### src/rtl/inst_fetch_unit.sv
// inst_fetch_unit: instruction-side front end for the RV32I core.
//
// It issues word fetches to instruction memory and buffers the returned
// words, each with its PC, in a prefetch FIFO. The FIFO head goes to decode
// through a valid/ready handshake. When decode consumes a branch, JAL or JALR,
// the fetch stream moves to the new target. Any responses still in flight at
// that point are dropped as they arrive.
//
// Ports:
//   clk, rst                    rising-edge clock, synchronous active-high reset
//   imem_req_valid/addr/ready   word fetch request (addr[1:0] always 0)
//   imem_resp_valid/data        in-order read data, one per accepted request
//   inst_valid/inst/inst_pc     FIFO head presented to decode
//   inst_ready                  decode consumes the head this cycle
//   pc_src                      00 seq, 01 branch/JAL, 10 JALR, 11 seq
//   target_br, target_jalr      redirect targets (low two bits ignored)
//
// state | meaning
// IDLE  | just out of reset, nothing issued yet
// RUN   | normal fetching, credit-limited by DEPTH
// FLUSH | redirect taken, discarding stale in-flight responses
module inst_fetch_unit #(
  parameter int unsigned       ADDR_W   = 32,
  parameter int unsigned       DEPTH    = 4,
  parameter logic [ADDR_W-1:0] RESET_PC = '0
) (
  input  logic              clk,
  input  logic              rst,
  output logic              imem_req_valid,
  output logic [ADDR_W-1:0] imem_req_addr,
  input  logic              imem_req_ready,
  input  logic              imem_resp_valid,
  input  logic [31:0]       imem_resp_data,
  output logic              inst_valid,
  output logic [31:0]       inst,
  output logic [ADDR_W-1:0] inst_pc,
  input  logic              inst_ready,
  input  logic [1:0]        pc_src,
  input  logic [ADDR_W-1:0] target_br,
  input  logic [ADDR_W-1:0] target_jalr
);

  localparam int unsigned       PTR_W   = $clog2(DEPTH);
  localparam int unsigned       CNT_W   = PTR_W + 1;
  localparam logic [CNT_W:0]    DEPTH_C = (CNT_W + 1)'(DEPTH);
  localparam logic [ADDR_W-1:0] PC_STEP = ADDR_W'(4);
  localparam logic [ADDR_W-1:0] ALIGN_M = ~ADDR_W'(3);

  typedef enum logic [1:0] {S_IDLE, S_RUN, S_FLUSH} state_t;

  state_t            state_q, state_d;
  logic [ADDR_W-1:0] fetch_pc_q, fetch_pc_d;
  logic [ADDR_W-1:0] resp_pc_q, resp_pc_d;
  logic [CNT_W-1:0]  outst_q, outst_d;
  logic [CNT_W-1:0]  drop_q, drop_d;
  logic [CNT_W-1:0]  count_q, count_d;
  logic [PTR_W-1:0]  wr_ptr_q, wr_ptr_d;
  logic [PTR_W-1:0]  rd_ptr_q, rd_ptr_d;
  logic [31:0]       fifo_data_q [DEPTH];
  logic [ADDR_W-1:0] fifo_pc_q   [DEPTH];

  logic [CNT_W:0]    credit_used;
  logic              pop, redirect, req_fire, resp_ok, resp_push;
  logic [ADDR_W-1:0] new_pc;

  assign inst_valid = (count_q != '0);
  assign inst       = inst_valid ? fifo_data_q[rd_ptr_q] : '0;
  assign inst_pc    = inst_valid ? fifo_pc_q[rd_ptr_q] : '0;

  assign pop      = inst_valid & inst_ready;
  assign redirect = pop & ((pc_src == 2'b01) | (pc_src == 2'b10));
  assign new_pc   = ((pc_src == 2'b01) ? target_br : target_jalr) & ALIGN_M;

  // Requests in flight plus buffered words never exceed DEPTH, so the FIFO
  // always has room for every response that comes back.
  assign credit_used    = {1'b0, outst_q} + {1'b0, count_q};
  assign imem_req_valid = (state_q == S_RUN) && (credit_used < DEPTH_C) && !redirect;
  assign imem_req_addr  = fetch_pc_q;
  assign req_fire       = imem_req_valid & imem_req_ready;

  // A response with nothing outstanding is a protocol error and is ignored.
  assign resp_ok   = imem_resp_valid & (outst_q != '0);
  assign resp_push = resp_ok & (drop_q == '0) & !redirect;

  always_comb begin
    state_d    = state_q;
    fetch_pc_d = fetch_pc_q;
    resp_pc_d  = resp_pc_q;
    outst_d    = outst_q;
    drop_d     = drop_q;
    count_d    = count_q;
    wr_ptr_d   = wr_ptr_q;
    rd_ptr_d   = rd_ptr_q;

    if (req_fire) begin
      outst_d    = outst_d + 1'b1;
      fetch_pc_d = fetch_pc_q + PC_STEP;
    end
    if (resp_ok) begin
      outst_d = outst_d - 1'b1;
    end
    if (resp_ok && (drop_q != '0)) begin
      drop_d = drop_q - 1'b1;
    end
    if (resp_push) begin
      resp_pc_d = resp_pc_q + PC_STEP;
      wr_ptr_d  = wr_ptr_q + 1'b1;
    end
    if (pop) begin
      rd_ptr_d = rd_ptr_q + 1'b1;
    end
    case ({resp_push, pop})
      2'b10:   count_d = count_q + 1'b1;
      2'b01:   count_d = count_q - 1'b1;
      default: count_d = count_q;
    endcase

    // No request fires in a redirect cycle, so outst_d at this point is the
    // outstanding count less any response arriving now. That is exactly the
    // number of stale words still to come.
    if (redirect) begin
      fetch_pc_d = new_pc;
      resp_pc_d  = new_pc;
      count_d    = '0;
      wr_ptr_d   = wr_ptr_q;
      rd_ptr_d   = wr_ptr_q;
      drop_d     = outst_d;
    end

    case (state_q)
      S_IDLE:  state_d = S_RUN;
      S_RUN:   if (redirect && (drop_d != '0)) state_d = S_FLUSH;
      S_FLUSH: if (drop_d == '0) state_d = S_RUN;
      default: state_d = S_IDLE;
    endcase
  end

  always_ff @(posedge clk) begin
    if (rst) begin
      state_q <= S_IDLE;
    end else begin
      state_q <= state_d;
    end
  end

  always_ff @(posedge clk) begin
    if (rst) begin
      fetch_pc_q <= RESET_PC;
      resp_pc_q  <= RESET_PC;
      outst_q    <= '0;
      drop_q     <= '0;
      count_q    <= '0;
      wr_ptr_q   <= '0;
      rd_ptr_q   <= '0;
    end else begin
      fetch_pc_q <= fetch_pc_d;
      resp_pc_q  <= resp_pc_d;
      outst_q    <= outst_d;
      drop_q     <= drop_d;
      count_q    <= count_d;
      wr_ptr_q   <= wr_ptr_d;
      rd_ptr_q   <= rd_ptr_d;
    end
  end

  // Storage needs no reset; the head is gated by inst_valid.
  always_ff @(posedge clk) begin
    if (!rst && resp_push) begin
      fifo_data_q[wr_ptr_q] <= imem_resp_data;
      fifo_pc_q[wr_ptr_q]   <= resp_pc_q;
    end
  end

endmodule

### config.mk
export PLATFORM = sky130hd
export DESIGN_NAME = inst_fetch_unit
export DESIGN_NICKNAME = d
export VERILOG_FILES = /design/src/rtl/inst_fetch_unit.sv
export SDC_FILE = /design/constraint.sdc
export NUM_CORES = 1
export LEC_CHECK = 0
export ABC_AREA = 0
export CAP_MARGIN = 20
export CORE_ASPECT_RATIO = 1.25
export CORE_MARGIN = 2
export CORE_UTILIZATION = 42
export DETAILED_ROUTE_END_ITERATION = 16
export GPL_TIMING_DRIVEN = 0
export PLACE_DENSITY = 0.67
export SYNTH_ARGS = -nofsm -noshare
export SYNTH_HDL_FRONTEND = slang
export SYNTH_SLANG_ARGS = --single-unit
### constraint.sdc
create_clock -name clk -period 3.56 [get_ports clk]
set_clock_uncertainty 0.2 [all_clocks]
set_input_delay 0.712 -clock clk [delete_from_list [all_inputs] [get_ports clk]]
set_output_delay 0.712 -clock clk [all_outputs]
set_load 0.01 [all_outputs]
==> flow_metrics.tcl <==
set metrics [dict create \
    synth_top_area_share_pct 52.84 \
    worstSetupEndpointType "flop" \
    synth_edf_count 248 \
    grt_pass1_wl_um 50680 \
    nFillCells 2749 \
    drt_pass1_iterations 5 \
    port-buffer-count 190 \
    rows 75 \
    yosys.cell_types.count 62 \
    cts_tree "yes" \
    setup_violations 0 \
    via_count 8870 \
    worstSetupPathType "primary input to flop" \
    ys_top_cells_by_area "edfxtp_1 53%, dfxtp_1 11%, mux4_2 9.9%" \
    cts_sinks 325 \
    crit_slowest_cell "buf_1" \
    die_w_um 167.9 \
    ys_warn_count 0 \
    regToRegSetupSlack_ns 0.17 \
    async_reset_ff_share_pct 0 \
    dieArea_sq_mm 0.03505 \
    fmaxAchievable_ghz 0.2889 \
    start_kind "primary input" \
    synth.cell_area_sq_mm 0.01409 \
    cts_root_buf "clkbuf_16" \
    placement.cell_area_sq_mm 0.01663 \
    cp.required_ns 3.74 \
    r2r.worst_path.cells 11 \
    cts.path.max_buffers 3 \
    slew_violations 0 \
    irDropWorstVdd_mv 0.3715 \
    critPathTopFamily "buffers and inverters" \
    finish.instance_area_sq_mm 0.01788 \
    cts-htree-levels 2 \
    rr_startpoint "count_q[2]$_SDFFE_PP0P_" \
    wl_per_cell_um 20.06 \
    start_util_pct 42.31 \
    critPathBufInv 3 \
    grt_util_met2_pct 33.41 \
    grt-busiest-layer "met2" \
    ys_ff_latch 325 \
    max_stage_delay_ns 0.75 \
    critical_path_depth 7 \
    grt_max_degree 50 \
    p_leak_uw 0.005795 \
    drive_gt1_share_pct 16.00 \
    crit_arrival_ns 3.64 \
    synth_top_area_cell "edfxtp_1" \
    dp.final_hpwl_um 22630 \
    path_common_cell "buf_1" \
    crit_fanout 10 \
    multi_input_area_sq_mm 0.004828 \
    seqCellArea_sq_mm 0.008994 \
    grt_use_met1_pct 23.61 \
    fp.dieH_um 208.8 \
    place_congestion 0.9008 \
    drtIter0Drc 503 \
    crit_chain "clkdlybuf4s50_1, ha_4, buf_1, buf_1, mux2_2, o21ai_0, a21oi_1" \
    power_density_mw_per_mm2 659.0 \
    drc 0 \
    holdCritPathClass "flop to flop" \
    clk_pin_slew_ns 0.06 \
    grt_util_all_layers_pct 18.76 \
    via_per_inst 5.445 \
    area_growth_syn_to_layout_pct 26.84 \
    cts_hold_buf 0 \
    syn-instance-count 951 \
    clock_latency_ns 0.53 \
    numCtsBuffers 34 \
    synth_top_flop_cell "edfxtp_1" \
    grt_overflow 0 \
    cap_violations 0 \
    period_minus_slack_ns 3.461 \
    antenna_found_initial 0 \
    ios 201 \
    slew_headroom_pct 39.68 \
    grt_pass1_vias 8994 \
    endpoint "resp_pc_q[12]$_SDFFE_PP0P_" \
    place_ws_ns -0.6823 \
    core_area_sq_mm 0.03331 \
    fin_nets 1300 \
    status "complete, no violations" \
    postSynthAreaPerCell_sq_um 14.82 \
    detail-route-antenna-nets 0 \
    crit_path_start "pc_src[0]" \
    routed_wl_um 32680 \
    worstMarginPinSlew_ns 0.9048 \
    setup_ws_ns 0.09911 \
    n_antenna_cell 0 \
    synth_seq_area_share_pct 63.77 \
    r2r_end "state_q[0]$_SDFFE_PP0P_" \
    fin_crit_sh_pct 97.22 \
    groute.layer.met3.usage_pct 2.652 \
    hold_violations 0 \
]
==> layer usage <==
layer  wire length, um  up-vias
met3              1689       53
li1                  -     4151
met2             16740      295
met4               900        0
met5                 0        -
met1             13350     4371
==> synth_stat cells (2+ instances only) <==
| library cell | n |
|---|---|
| edfxtp_1 | 248 |
| dfxtp_1 | 77 |
| and2_1 | 72 |
| mux4_2 | 62 |
| a21oi_1 | 45 |
| clkbuf_1 | 41 |
| xnor2_1 | 36 |
| o21ai_0 | 34 |
| nor3_1 | 32 |
| mux2_2 | 30 |
| nand2_1 | 27 |
| nor2_1 | 24 |
| inv_1 | 22 |
| a211oi_1 | 19 |
| and4_1 | 19 |
| nand3_1 | 17 |
| nand4_1 | 16 |
| nor4_1 | 16 |
| and3_1 | 15 |
| ha_1 | 15 |
| xor2_1 | 9 |
| buf_2 | 8 |
| a311oi_1 | 7 |
| buf_1 | 4 |
| buf_4 | 4 |
| mux2i_1 | 4 |
| a2111oi_0 | 3 |
| nor4bb_1 | 3 |
| a211o_1 | 2 |
| and4bb_1 | 2 |
| nand2b_1 | 2 |
| nor2b_1 | 2 |
| nor3_4 | 2 |
| o211ai_1 | 2 |
| o31ai_1 | 2 |
| or3_1 | 2 |
==> cells in the final DEF (no fill, tap or decap), drive strengths merged, types with 19 or more instances in the layout <==
cell	netlist	routed
edfxtp	248	248
clkdlybuf4s50	0	189
clkbuf	41	79
dfxtp	77	77
and2	72	72
mux4	62	62
a21oi	45	45
xnor2	36	36
o21ai	35	35
nor3	35	35
mux2	30	30
nand2	27	27
nor2	24	24
inv	23	24
buf	17	21
a211oi	19	19
and4	19	19
==> repair_timing <==
action                     CTS  global route
hold endpoints to repair     0             0
setup endpoints to repair   68           125
pin swaps                    1             0
gates cloned                 0             0
buffers inserted             1             0
resized for setup           21             7
==> worst register-to-register path, cell delays in order, from the launching register on <==
cell and delay [ns]:
dfxtp_1 0.45, ha_1 0.29, nor4b_2 0.46, nand3_2 0.32, nor2_4 0.35, xnor2_1 0.12, ha_1 0.18, nand2_1 0.07
mux2_2 0.39, nor3_1 0.17, o311ai_0 0.16, o211ai_1 0.13
==> registers in the layout (all words and copies together), names as in the netlist, named ones only <==
signal and count:
count_q 3, resp_pc_q 30, fifo_pc_q 120, fifo_data_q 128
state_q 2, drop_q 3, outst_q 3, wr_ptr_q 2
rd_ptr_q 2, imem_req_addr 30
==> per-stage QoR <==
stage | TNS (ns) | hold WS, ns | utilization (%) | power, uW | std cells
floorplan | 0 | 0.2583 | - | 6652 | 954
detailed placement | -90.21 | 0.2895 | 49.93 | 8164 | 1571
CTS | 0 | 0.2861 | 53.63 | 11900 | 1629
global placement | -290.40 | 0.2873 | 49.66 | 8106 | 1567
finish | 0 | 0.2945 | 53.66 | 11780 | 1629
global route | -0.02358 | 0.3107 | 53.66 | 12340 | 1629
==> report_power, final <==
| part | internal, uW | total [uW] | switching [uW] | leakage, uW |
|---|---|---|---|---|
| Sequential | 4530 | 4870 | 338 | 0.00290 |
| Clock | 2270 | 3700 | 1430 | 0.000573 |
| Combinational | 1620 | 3220 | 1590 | 0.00232 |
==> layout make-up <==
type | instances | area share, %
flip-flops and latches | 325 | 50.31
multi-input cells | 548 | 27.01
repair buffers | 195 | 11.18
clock buffers | 41 | 5.081
well taps | 423 | 2.961
clock inverters | 20 | 1.519
plain buffers | 54 | 1.456
inverters | 23 | 0.4829
==> worst min-delay path by stage <==
stage / start / end / cells after the start
floorplan: resp_pc_q[21]$_SDFFE_PP0P_ / fifo_pc_q[0][21]$_DFFE_PP_ / 0
global placement: wr_ptr_q[1]$_SDFFE_PP0P_ / wr_ptr_q[1]$_SDFFE_PP0P_ / 2
detailed placement: wr_ptr_q[1]$_SDFFE_PP0P_ / wr_ptr_q[1]$_SDFFE_PP0P_ / 2
CTS: rd_ptr_q[0]$_SDFFE_PP0N_ / flop / 2
global route: rd_ptr_q[0]$_SDFFE_PP0N_ / flop / 2
finish: rd_ptr_q[0]$_SDFFE_PP0N_ / flop / 2
==> cells by family after synthesis <==
logic type / after synthesis / synth area share (%)
and+or+nand+nor: 261 / 11.32
AOI/OAI and AO/OA: 126 / 5.637
muxes: 96 / 12.59
xor gates and xnor gates: 45 / 2.796
DFF: 325 / 63.77
other: 1 / 0.02661
adders and majority gates: 16 / 1.474
buffers and inverters: 81 / 2.388
Power figures use the tool's default switching activity.
